File: src/rtl/pipeline_pkg.sv
// Shared pipeline definitions: opcodes, NOP encoding,
// default widths and the fetch state enum.
package pipeline_pkg;

  localparam int PC_W_DEF    = 48;
  localparam int INSTR_W_DEF = 48;

  localparam logic [5:0] OP_J   = 6'h20;
  localparam logic [5:0] OP_NOP = 6'h21;
  localparam logic [5:0] OP_BNE = 6'h22;
  localparam logic [5:0] OP_BEQ = 6'h23;

  localparam logic [INSTR_W_DEF-1:0] NOP_INSTR =
    {OP_NOP, {(INSTR_W_DEF-6){1'b0}}};

  typedef enum logic {
    FETCH = 1'b0,
    FLUSH = 1'b1
  } fetch_state_t;

endpackage

File: src/rtl/fetch_fifo.sv
// Small synchronous prefetch FIFO holding {instruction, pc1}.
// Reset and flush both empty it in one edge.
module fetch_fifo #(
  parameter int W     = 96,
  parameter int DEPTH = 2
) (
  input  logic                       clk,
  input  logic                       rst,
  input  logic                       flush,
  input  logic                       push,
  input  logic [W-1:0]               push_data,
  input  logic                       pop,
  output logic [W-1:0]               pop_data,
  output logic [$clog2(DEPTH+1)-1:0] count,
  output logic                       full,
  output logic                       empty
);

  localparam int AW = $clog2(DEPTH);
  localparam int CW = $clog2(DEPTH+1);

  logic [W-1:0]  mem [DEPTH];
  logic [AW-1:0] wr_ptr;
  logic [AW-1:0] rd_ptr;
  logic          do_push;
  logic          do_pop;

  assign full     = (count == CW'(DEPTH));
  assign empty    = (count == '0);
  assign pop_data = mem[rd_ptr];
  assign do_pop   = pop && !empty;
  assign do_push  = push && (!full || do_pop);

  // Pointers and occupancy; power-of-two depth lets pointers wrap freely.
  always_ff @(posedge clk) begin
    if (rst || flush) begin
      wr_ptr <= '0;
      rd_ptr <= '0;
      count  <= '0;
    end else begin
      if (do_push) wr_ptr <= wr_ptr + AW'(1);
      if (do_pop)  rd_ptr <= rd_ptr + AW'(1);
      if (do_push && !do_pop)
        count <= count + CW'(1);
      else if (do_pop && !do_push)
        count <= count - CW'(1);
    end
  end

  // Storage write; contents are don't-care once pointers reset.
  always_ff @(posedge clk) begin
    if (do_push && !flush && !rst)
      mem[wr_ptr] <= push_data;
  end

endmodule

File: src/rtl/instr_fetch_unit.sv
// Fetch stage: PC, in-order imem requests, prefetch FIFO
// and the IF/ID output register with stall/redirect handling.
module instr_fetch_unit
  import pipeline_pkg::*;
#(
  parameter int              PC_W       = 48,
  parameter int              INSTR_W    = 48,
  parameter logic [PC_W-1:0] RESET_PC   = '0,
  parameter int              FIFO_DEPTH = 2
) (
  input  logic               clk,
  input  logic               rst,
  input  logic               stall,
  input  logic               redirect_valid,
  input  logic [PC_W-1:0]    redirect_pc,
  output logic               imem_req,
  output logic [PC_W-1:0]    imem_addr,
  input  logic               imem_ready,
  input  logic               imem_rvalid,
  input  logic [INSTR_W-1:0] imem_rdata,
  output logic [INSTR_W-1:0] instruction,
  output logic [PC_W-1:0]    pc1,
  output logic               instr_valid
);

  localparam int CW = $clog2(FIFO_DEPTH+1);
  localparam int UW = CW + 1;
  localparam logic [INSTR_W-1:0] NOP =
    {OP_NOP, {(INSTR_W-6){1'b0}}};

  fetch_state_t        state_q;
  fetch_state_t        state_d;
  logic [PC_W-1:0]     pc_q;
  logic [PC_W-1:0]     resp_pc_q;
  logic [CW-1:0]       out_q;
  logic [CW-1:0]       out_d;
  logic                req_en_q;

  logic                xfer;
  logic                rsp;
  logic                push;
  logic                pop;
  logic [UW-1:0]       used;
  logic                credit_ok;

  logic [CW-1:0]       fifo_count;
  logic                fifo_full;
  logic                fifo_empty;
  logic [INSTR_W+PC_W-1:0] fifo_head;
  logic [INSTR_W-1:0]  head_instr;
  logic [PC_W-1:0]     head_pc1;
  logic                unused_full;

  assign unused_full = fifo_full;

  assign {head_instr, head_pc1} = fifo_head;

  // A pop this cycle frees a slot, keeping 1 instr/cycle at depth 2.
  assign pop = !stall && !fifo_empty && !redirect_valid;
  assign used = UW'(out_q) + UW'(fifo_count) - UW'(pop);
  assign credit_ok = (used < UW'(FIFO_DEPTH));

  assign imem_req = req_en_q && (state_q == FETCH)
                 && !redirect_valid && credit_ok;
  assign imem_addr = pc_q;

  assign xfer = imem_req && imem_ready;
  assign rsp  = imem_rvalid && (out_q != '0);
  assign push = rsp && (state_q == FETCH) && !redirect_valid;
  assign out_d = out_q + CW'(xfer) - CW'(rsp);

  fetch_fifo #(
    .W     (INSTR_W + PC_W),
    .DEPTH (FIFO_DEPTH)
  ) u_fifo (
    .clk       (clk),
    .rst       (rst),
    .flush     (redirect_valid),
    .push      (push),
    .push_data ({imem_rdata, resp_pc_q + PC_W'(1)}),
    .pop       (pop),
    .pop_data  (fifo_head),
    .count     (fifo_count),
    .full      (fifo_full),
    .empty     (fifo_empty)
  );

  // Next state: redirect wins; FLUSH drains until nothing is in flight.
  always_comb begin
    state_d = state_q;
    if (redirect_valid)
      state_d = (out_d != '0) ? FLUSH : FETCH;
    else if (state_q == FLUSH && out_d == '0)
      state_d = FETCH;
  end

  // PC, response address tracker and in-flight counter.
  always_ff @(posedge clk) begin
    if (rst) begin
      state_q   <= FETCH;
      pc_q      <= RESET_PC;
      resp_pc_q <= RESET_PC;
      out_q     <= '0;
      req_en_q  <= 1'b0;
    end else begin
      state_q  <= state_d;
      out_q    <= out_d;
      req_en_q <= 1'b1;
      if (redirect_valid) begin
        pc_q      <= redirect_pc;
        resp_pc_q <= redirect_pc;
      end else begin
        if (xfer) pc_q      <= pc_q + PC_W'(1);
        if (push) resp_pc_q <= resp_pc_q + PC_W'(1);
      end
    end
  end

  // IF/ID output register: redirect bubbles, stall holds, else pop or NOP.
  always_ff @(posedge clk) begin
    if (rst) begin
      instruction <= NOP;
      pc1         <= '0;
      instr_valid <= 1'b0;
    end else if (redirect_valid) begin
      instruction <= NOP;
      instr_valid <= 1'b0;
    end else if (!stall) begin
      if (!fifo_empty) begin
        instruction <= head_instr;
        pc1         <= head_pc1;
        instr_valid <= 1'b1;
      end else begin
        instruction <= NOP;
        instr_valid <= 1'b0;
      end
    end
  end

endmodule

File: config.mk
export PLATFORM = sky130hd
export DESIGN_NAME = instr_fetch_unit
export DESIGN_NICKNAME = d
export VERILOG_FILES = /design/src/rtl/pipeline_pkg.sv /design/src/rtl/fetch_fifo.sv /design/src/rtl/instr_fetch_unit.sv
export SDC_FILE = /design/constraint.sdc
export NUM_CORES = 1
export LEC_CHECK = 0
export ABC_AREA = 1
export CAP_MARGIN = 40
export CELL_PAD_IN_SITES_DETAIL_PLACEMENT = 0
export CELL_PAD_IN_SITES_GLOBAL_PLACEMENT = 1
export CORE_ASPECT_RATIO = 1.25
export CORE_UTILIZATION = 35
export CTS_CLUSTER_DIAMETER = 80
export DETAILED_ROUTE_END_ITERATION = 12
export HOLD_SLACK_MARGIN = 0.02
export PLACE_DENSITY = 0.76
export SYNTH_ARGS = -nofsm -noshare
export SYNTH_HDL_FRONTEND = slang
export SYNTH_HIERARCHICAL = 1
export SYNTH_SLANG_ARGS = --single-unit
File: constraint.sdc
create_clock -name clk -period 8.4 [get_ports clk]
set_input_delay 1.68 -clock clk [delete_from_list [all_inputs] [get_ports clk]]
set_output_delay 1.68 -clock clk [all_outputs]
set_load 0.005 [all_outputs]
# Yosys cells after proc, flatten, opt, wreduce, memory -nomap -nowiden
# Memory sizes are Yosys's and may differ from the RTL's. A register that Yosys moved wholly into a read port is not among the register bits.
# Cells that the tools add are included.
# W data, S select, Z words.
classes:
  add_sub_neg: 10
  n_lt_le_gt_ge: 1
  n_reduce_logical: 35
  eq_ne: 1
  mux: 16
  bitwise: 4
ops:
  columns: ["operator", "count"]
  rows:
  - ["$mux W48", 5]
  - ["$add A48 B1 Y48 const B", 2]
  - ["$logic_and A1 B1 Y1", 16]
  - ["$reduce_bool A2 Y1", 6]
  - ["$mux W1", 9]
  - ["$logic_not A1 Y1", 7]
  - ["$logic_not A2 Y1", 2]
  - ["$mux W2", 2]
  - ["$not A1 Y1", 4]
  - ["$add A2 B2 Y3", 1]
  - ["$lt A3 B2 Y1 const B", 1]
  - ["$reduce_and A3 Y1", 1]
  - ["$sub A3 B1 Y3", 1]
  - ["$add A1 B1 Y1 const B", 2]
  - ["$add A2 B1 Y2", 1]
  - ["$add A2 B1 Y2 const B", 1]
  - ["$eq A2 B2 Y1 const B", 1]
  - ["$logic_or A1 B1 Y1", 2]
  - ["$reduce_or A2 Y1", 1]
  - ["$sub A2 B1 Y2", 1]
  - ["$sub A2 B1 Y2 const B", 1]
word_totals:
  in_bits: 102
  mem_bits_rw: 192
  out_inout_bits: 146
  wordCells: 79
  register_bits: 201
  mem_count: 1
memory_table:
  columns: ["name", "depth", "width", "read_ports", "rd_ports_with_merged_regs", "write_ports", "line_no", "source"]
  rows:
  - ["u_fifo.mem", 2, 96, 1, 1, 1, "fetch_fifo.sv:22", "logic [W-1:0] mem [DEPTH];"]

# Longest topological paths before layout
logic_depth:
  depth_word: 14
  ltp_mapped: 20
  ltp_nobuf: 17

# By module
# Netlist, hierarchy kept.
by_module_without_submodules:
  columns: ["module", "seq_area_each_um2", "cells_per_inst", "n_inst", "area_each_um2"]
  rows:
  - ["instr_fetch_unit", 3943.8, 1669, 1, 10686.5]
  - ["fetch_fifo", 5865.6, 340, 1, 7380.8]

# Worst setup path after synthesis
# OpenSTA, ideal clock, no wires.
synth_path:
  kind: "input-to-reg"
  from: "input port stall"
  to: "memory u_fifo.mem[1][0], enable pin"
  cell_stages: 9
  arrival_ns: 6.667
  path_slack_ns: 1.181
  required_ns: 7.849
  n_path_buf: 2
  setup_ns: 0.551
  path_cell_list: "nor2_1 > inv_2 > nor2_1 > buf_2 > buf_2 > inv_1 > nand3_1 > nand2_1 > nor2_1"
synth_between:
  elab_chain_len: 10
synth_rtl:
  columns: ["item", "line_no", "source"]
  rows:
  - ["start, declared", "instr_fetch_unit.sv:13", "input logic stall,"]
  - ["$logic_not A1 Y1", null, null]
  - ["$logic_and A1 B1 Y1 (2 in a row)", "instr_fetch_unit.sv:59", "assign pop = !stall && !fifo_empty && !redirect_valid;"]
  - ["named net pop", "instr_fetch_unit.sv:42", "logic pop;"]
  - ["$logic_and A1 B1 Y1", "fetch_fifo.sv:31", "assign do_pop = pop && !empty;"]
  - ["$logic_or A1 B1 Y1", "fetch_fifo.sv:32", "assign do_push = push && (!full || do_pop);"]
  - ["$logic_and A1 B1 Y1", "fetch_fifo.sv:32", null]
  - ["$logic_and A1 B1 Y1 (2 in a row)", "fetch_fifo.sv:52", "if (do_push && !flush && !rst)"]
  - ["$mux W1", "fetch_fifo.sv:52", null]
  - ["$mux W1 (not written as such)", "fetch_fifo.sv:53", "mem[wr_ptr] <= push_data;"]
  - ["end, declared", "fetch_fifo.sv:22", null]
# The timed path passes the listed nets, and every way through them passes these cells.

# Worst setup path in the final report
layout_path:
  from: "input port stall"
  to: "output port imem_req"
layout_between:
  elab_chain_len: 6
layout_rtl:
  columns: ["item", "line_no", "source"]
  rows:
  - ["$logic_not A1 Y1", null, null]
  - ["$logic_and A1 B1 Y1 (2 in a row)", "instr_fetch_unit.sv:59", null]
  - ["$sub A3 B1 Y3", "instr_fetch_unit.sv:60", "assign used = UW'(out_q) + UW'(fifo_count) - UW'(pop);"]
  - ["$lt A3 B2 Y1", "instr_fetch_unit.sv:61", "assign credit_ok = (used < UW'(FIFO_DEPTH));"]
  - ["$logic_and A1 B1 Y1", "instr_fetch_unit.sv:64", "&& !redirect_valid && credit_ok;"]
  - ["end, declared", "instr_fetch_unit.sv:16", "output logic imem_req,"]
# No other way between the ends.

==> impl_summary.md <==
Setup path
At the worst endpoint, the required time is approximately 6.7 ns. The worst register-to-register path has a depth of 15. STA classifies the critical path endpoint as a primary output. The worst-path cell with the longest stage delay is sky130_fd_sc_hd__clkdlybuf4s50_1. Among cell families on the critical path, the largest total delay comes from buffers and inverters. Data arrives at the worst endpoint at 4.31 ns. STA classifies the critical path startpoint as an input pin. Walking the worst path, the cells encountered are buf_2 > nor2_4 > inv_2 > nor2_4 > ha_1 > inv_1 > nand2_1 > fa_1 > nand2_1 > nor3_1 > clkdlybuf4s50_1.

The number of buffers and inverters on the critical path is 4. The critical path runs through a total of 11 cells. The highest fanout seen on the critical path is 24. The delay of the slowest cell on the worst path is roughly 0.55 ns. The setup path with the least slack is of type input pin to primary output.

Power
The overall power consumption is around 4.5 mW. The power density normalized to cell area is a little under 200 nW/um2. The analysis attributes to cell leakage a power of around 8.0 nW. The maximum vdd ir drop is between 0.1 and 0.15 mV.

Floorplan
In this run the standard cell core region covers between 50000 and 60000 um2. The I/O pin count is ~250. The starting utilization of the core area is between 30 and 40%. The floorplan step set the die width to roughly 210 um. The number of rows in the core area is a little over 90. In this run the vertical extent of the chip is 256.0 um. The die outline area is approximately 53000 um2.

Routing
The total wire length is between 50 and 60 mm. The violation count after the first detailed-routing iteration is 1021. The DRC violation count after routing is 0. The routed length per instance is approximately 18 um. The overall via count from detail_route is 14520. The first TritonRoute pass finished after 5 iterations.

The residual antenna-violating net count after detailed routing is 0. The routed via count divided by cell count is 4.964.

Clock network
The source-to-sink clock delay at the later pin of the worst-skew pair is 0.55 ns. Clock-pin slew was measured on the worst setup and hold paths at about 0.060 ns. In this run the clock root is driven by a sky130_fd_sc_hd__clkbuf_16. After clock tree synthesis, the setup repair step added 0 buffers. Hold repair after CTS inserted 0 buffers. The worst-case clock buffer depth is 3. The clock sink total is roughly 390. CTS built an H-tree with a depth of 2. TritonCTS built the clock tree. In this run, post-CTS repair resized a total of 0 instances. The number of buffers inserted during clock tree synthesis is 40.

Final layout
At the end of the flow, the number of nets in the layout was roughly 2300. The filler cells instantiated in the layout total 4993. 0 antenna diodes ended up in the layout. Of the cells placed in the final design, the portion with a size suffix greater than 1 is between 10% and 20%.

At the end of the flow the core is filled with cells to roughly 44%. The growth of design area from synthesis to finish is 24.31%.

Timing
The portion of the clock cycle consumed by the worst path in the final layout is between 70% and 80%. Setup violations remaining at the end of the flow were counted as 0. The clock period could shrink to 5.988 ns.

In this run the tightest slew margin relative to its limit is approximately 45%. The number of hold violations in the final report is 0. The tightest hold path in the finished design has a slack of around 0.46 ns.

Setup repair after global routing left no endpoint under its margin. The clock skew is slightly below 0.03 ns. The number of slew-limit violations in the final report was 0. In the final timing run, aggregate negative setup slack is 0 ns. The highest clock rate is ~0.17 GHz. The actual transition at the worst max-transition pin is slightly above 0.8 ns.

Placed design
The HPWL after detailed placement is between 30 and 40 mm. The congestion estimate from routability-driven global placement came to 0.9212. In this run the tool buffered the top-level ports with between 200 and 250 buffer cells.

Logic synthesis
The mapped cell area is about 18000 um2. Dividing the synthesized area by the synthesized cell count gives around 9.0 um2. The number of warnings reported in the yosys synthesis log is 6.

Counting every net in the synthesized netlist gives between 2000 and 2500. Synthesis handed over a netlist of 2008 instances.

GRT
The via count of the first global-routing pass is approximately 14000. Global routing used between 10% and 20% of the available tracks. The first global-routing pass estimated between 80 and 90 mm of wire. The initial antenna violation count is 0. The global-route congestion overflow total is 0.

The pin count of the biggest net entering global routing is 70.

Hold path
In this run the worst hold path is classified as register to register. The worst hold path passes through 2 cells.

Run status
The flow ran to the end, and the final reports show no timing, DRC or antenna violations.

Flow run
The tool flagged a number of max-cap violations equal to 0.
[path summary, 6_finish.rpt]
| check | to | start | slack (ns) |
|---|---|---|---|
| hold / removal | instruction[37] | instruction[37] | 0.46 |
| setup reg to reg | imem_addr[3] | u_fifo/count[1] | 4.30 |
| setup / recovery | imem_req | stall | 2.41 |
| hold reg to reg | instruction[37] | instruction[37] | 0.46 |
[layer usage]
metal | up-vias | track usage (%) | routed length, um
met5 | - | 0 | 0
met4 | 0 | 7.099 | 1811
met3 | 96 | 2.979 | 3078
met2 | 490 | 33.16 | 24960
met1 | 6833 | 25.26 | 22780
li1 | 7097 | - | -
[registers in the layout, summed over array words and instances, names as in the netlist, named ones only]
| name | flops |
|---|---|
| pc1 | 48 |
| u_fifo/rd_ptr | 1 |
| imem_addr | 48 |
| u_fifo/count | 2 |
| u_fifo/mem | 192 |
| req_en_q | 1 |
| out_q | 2 |
| state_q | 1 |
| instruction | 48 |
| resp_pc_q | 48 |
| u_fifo/wr_ptr | 1 |
| instr_valid | 1 |
[where the power goes]
part	internal [mW]	total [mW]	switching, mW
clock network	1.02	1.77	0.755
registers	2.10	2.18	0.0744
logic	0.205	0.511	0.306
total	3.32	4.46	1.14
[stage by stage]
stage,area [um2],cells,setup slack [ns]
6_report,22450,2924,2.412
5_1_grt,22450,2924,2.267
4_1_cts,22450,2924,2.367
3_5_place_dp,21170,2850,2.390
3_3_place_gp,21040,2845,1.444
2_1_floorplan,18060,2008,1.181
[layout make-up]
type                            instances  area (um2)  area share [%]
Tap cell                              658       823.3           3.667
Timing Repair Buffer                  265        2685           11.96
Sequential cell                       394        9813           43.70
Clock buffer                           63        1159           5.160
Inverter                              178       669.4           2.981
Clock inverter                         11       130.1          0.5795
Multi-Input combinational cell       1355        7174           31.95
[tightest hold or removal path, cell delays in order (launching register included)]
cell                      delay, ns
sky130_fd_sc_hd__dfxtp_1       0.30
sky130_fd_sc_hd__nand2_1       0.06
sky130_fd_sc_hd__a21oi_1       0.05
[cell usage in the layout, fill, tap and decap left out, drive strengths merged]
master,instances
a211oi,1
a21oi,126
a31oi,24
and2,7
buf,21
bufinv,2
clkbuf,63
clkdlybuf4s50,244
clkinv,4
clkinvlp,1
dfxtp,202
edfxtp,192
fa,1
ha,7
inv,182
mux2,96
nand2,520
nand3,75
nand3b,1
nand4,37
nor2,276
nor3,5
o211ai,5
o21a,1
o21ai,123
o21bai,1
o221ai,1
o22ai,3
or2,1
xnor2,8
xor2,36
Note: power is estimated with default switching activity, not from simulation.
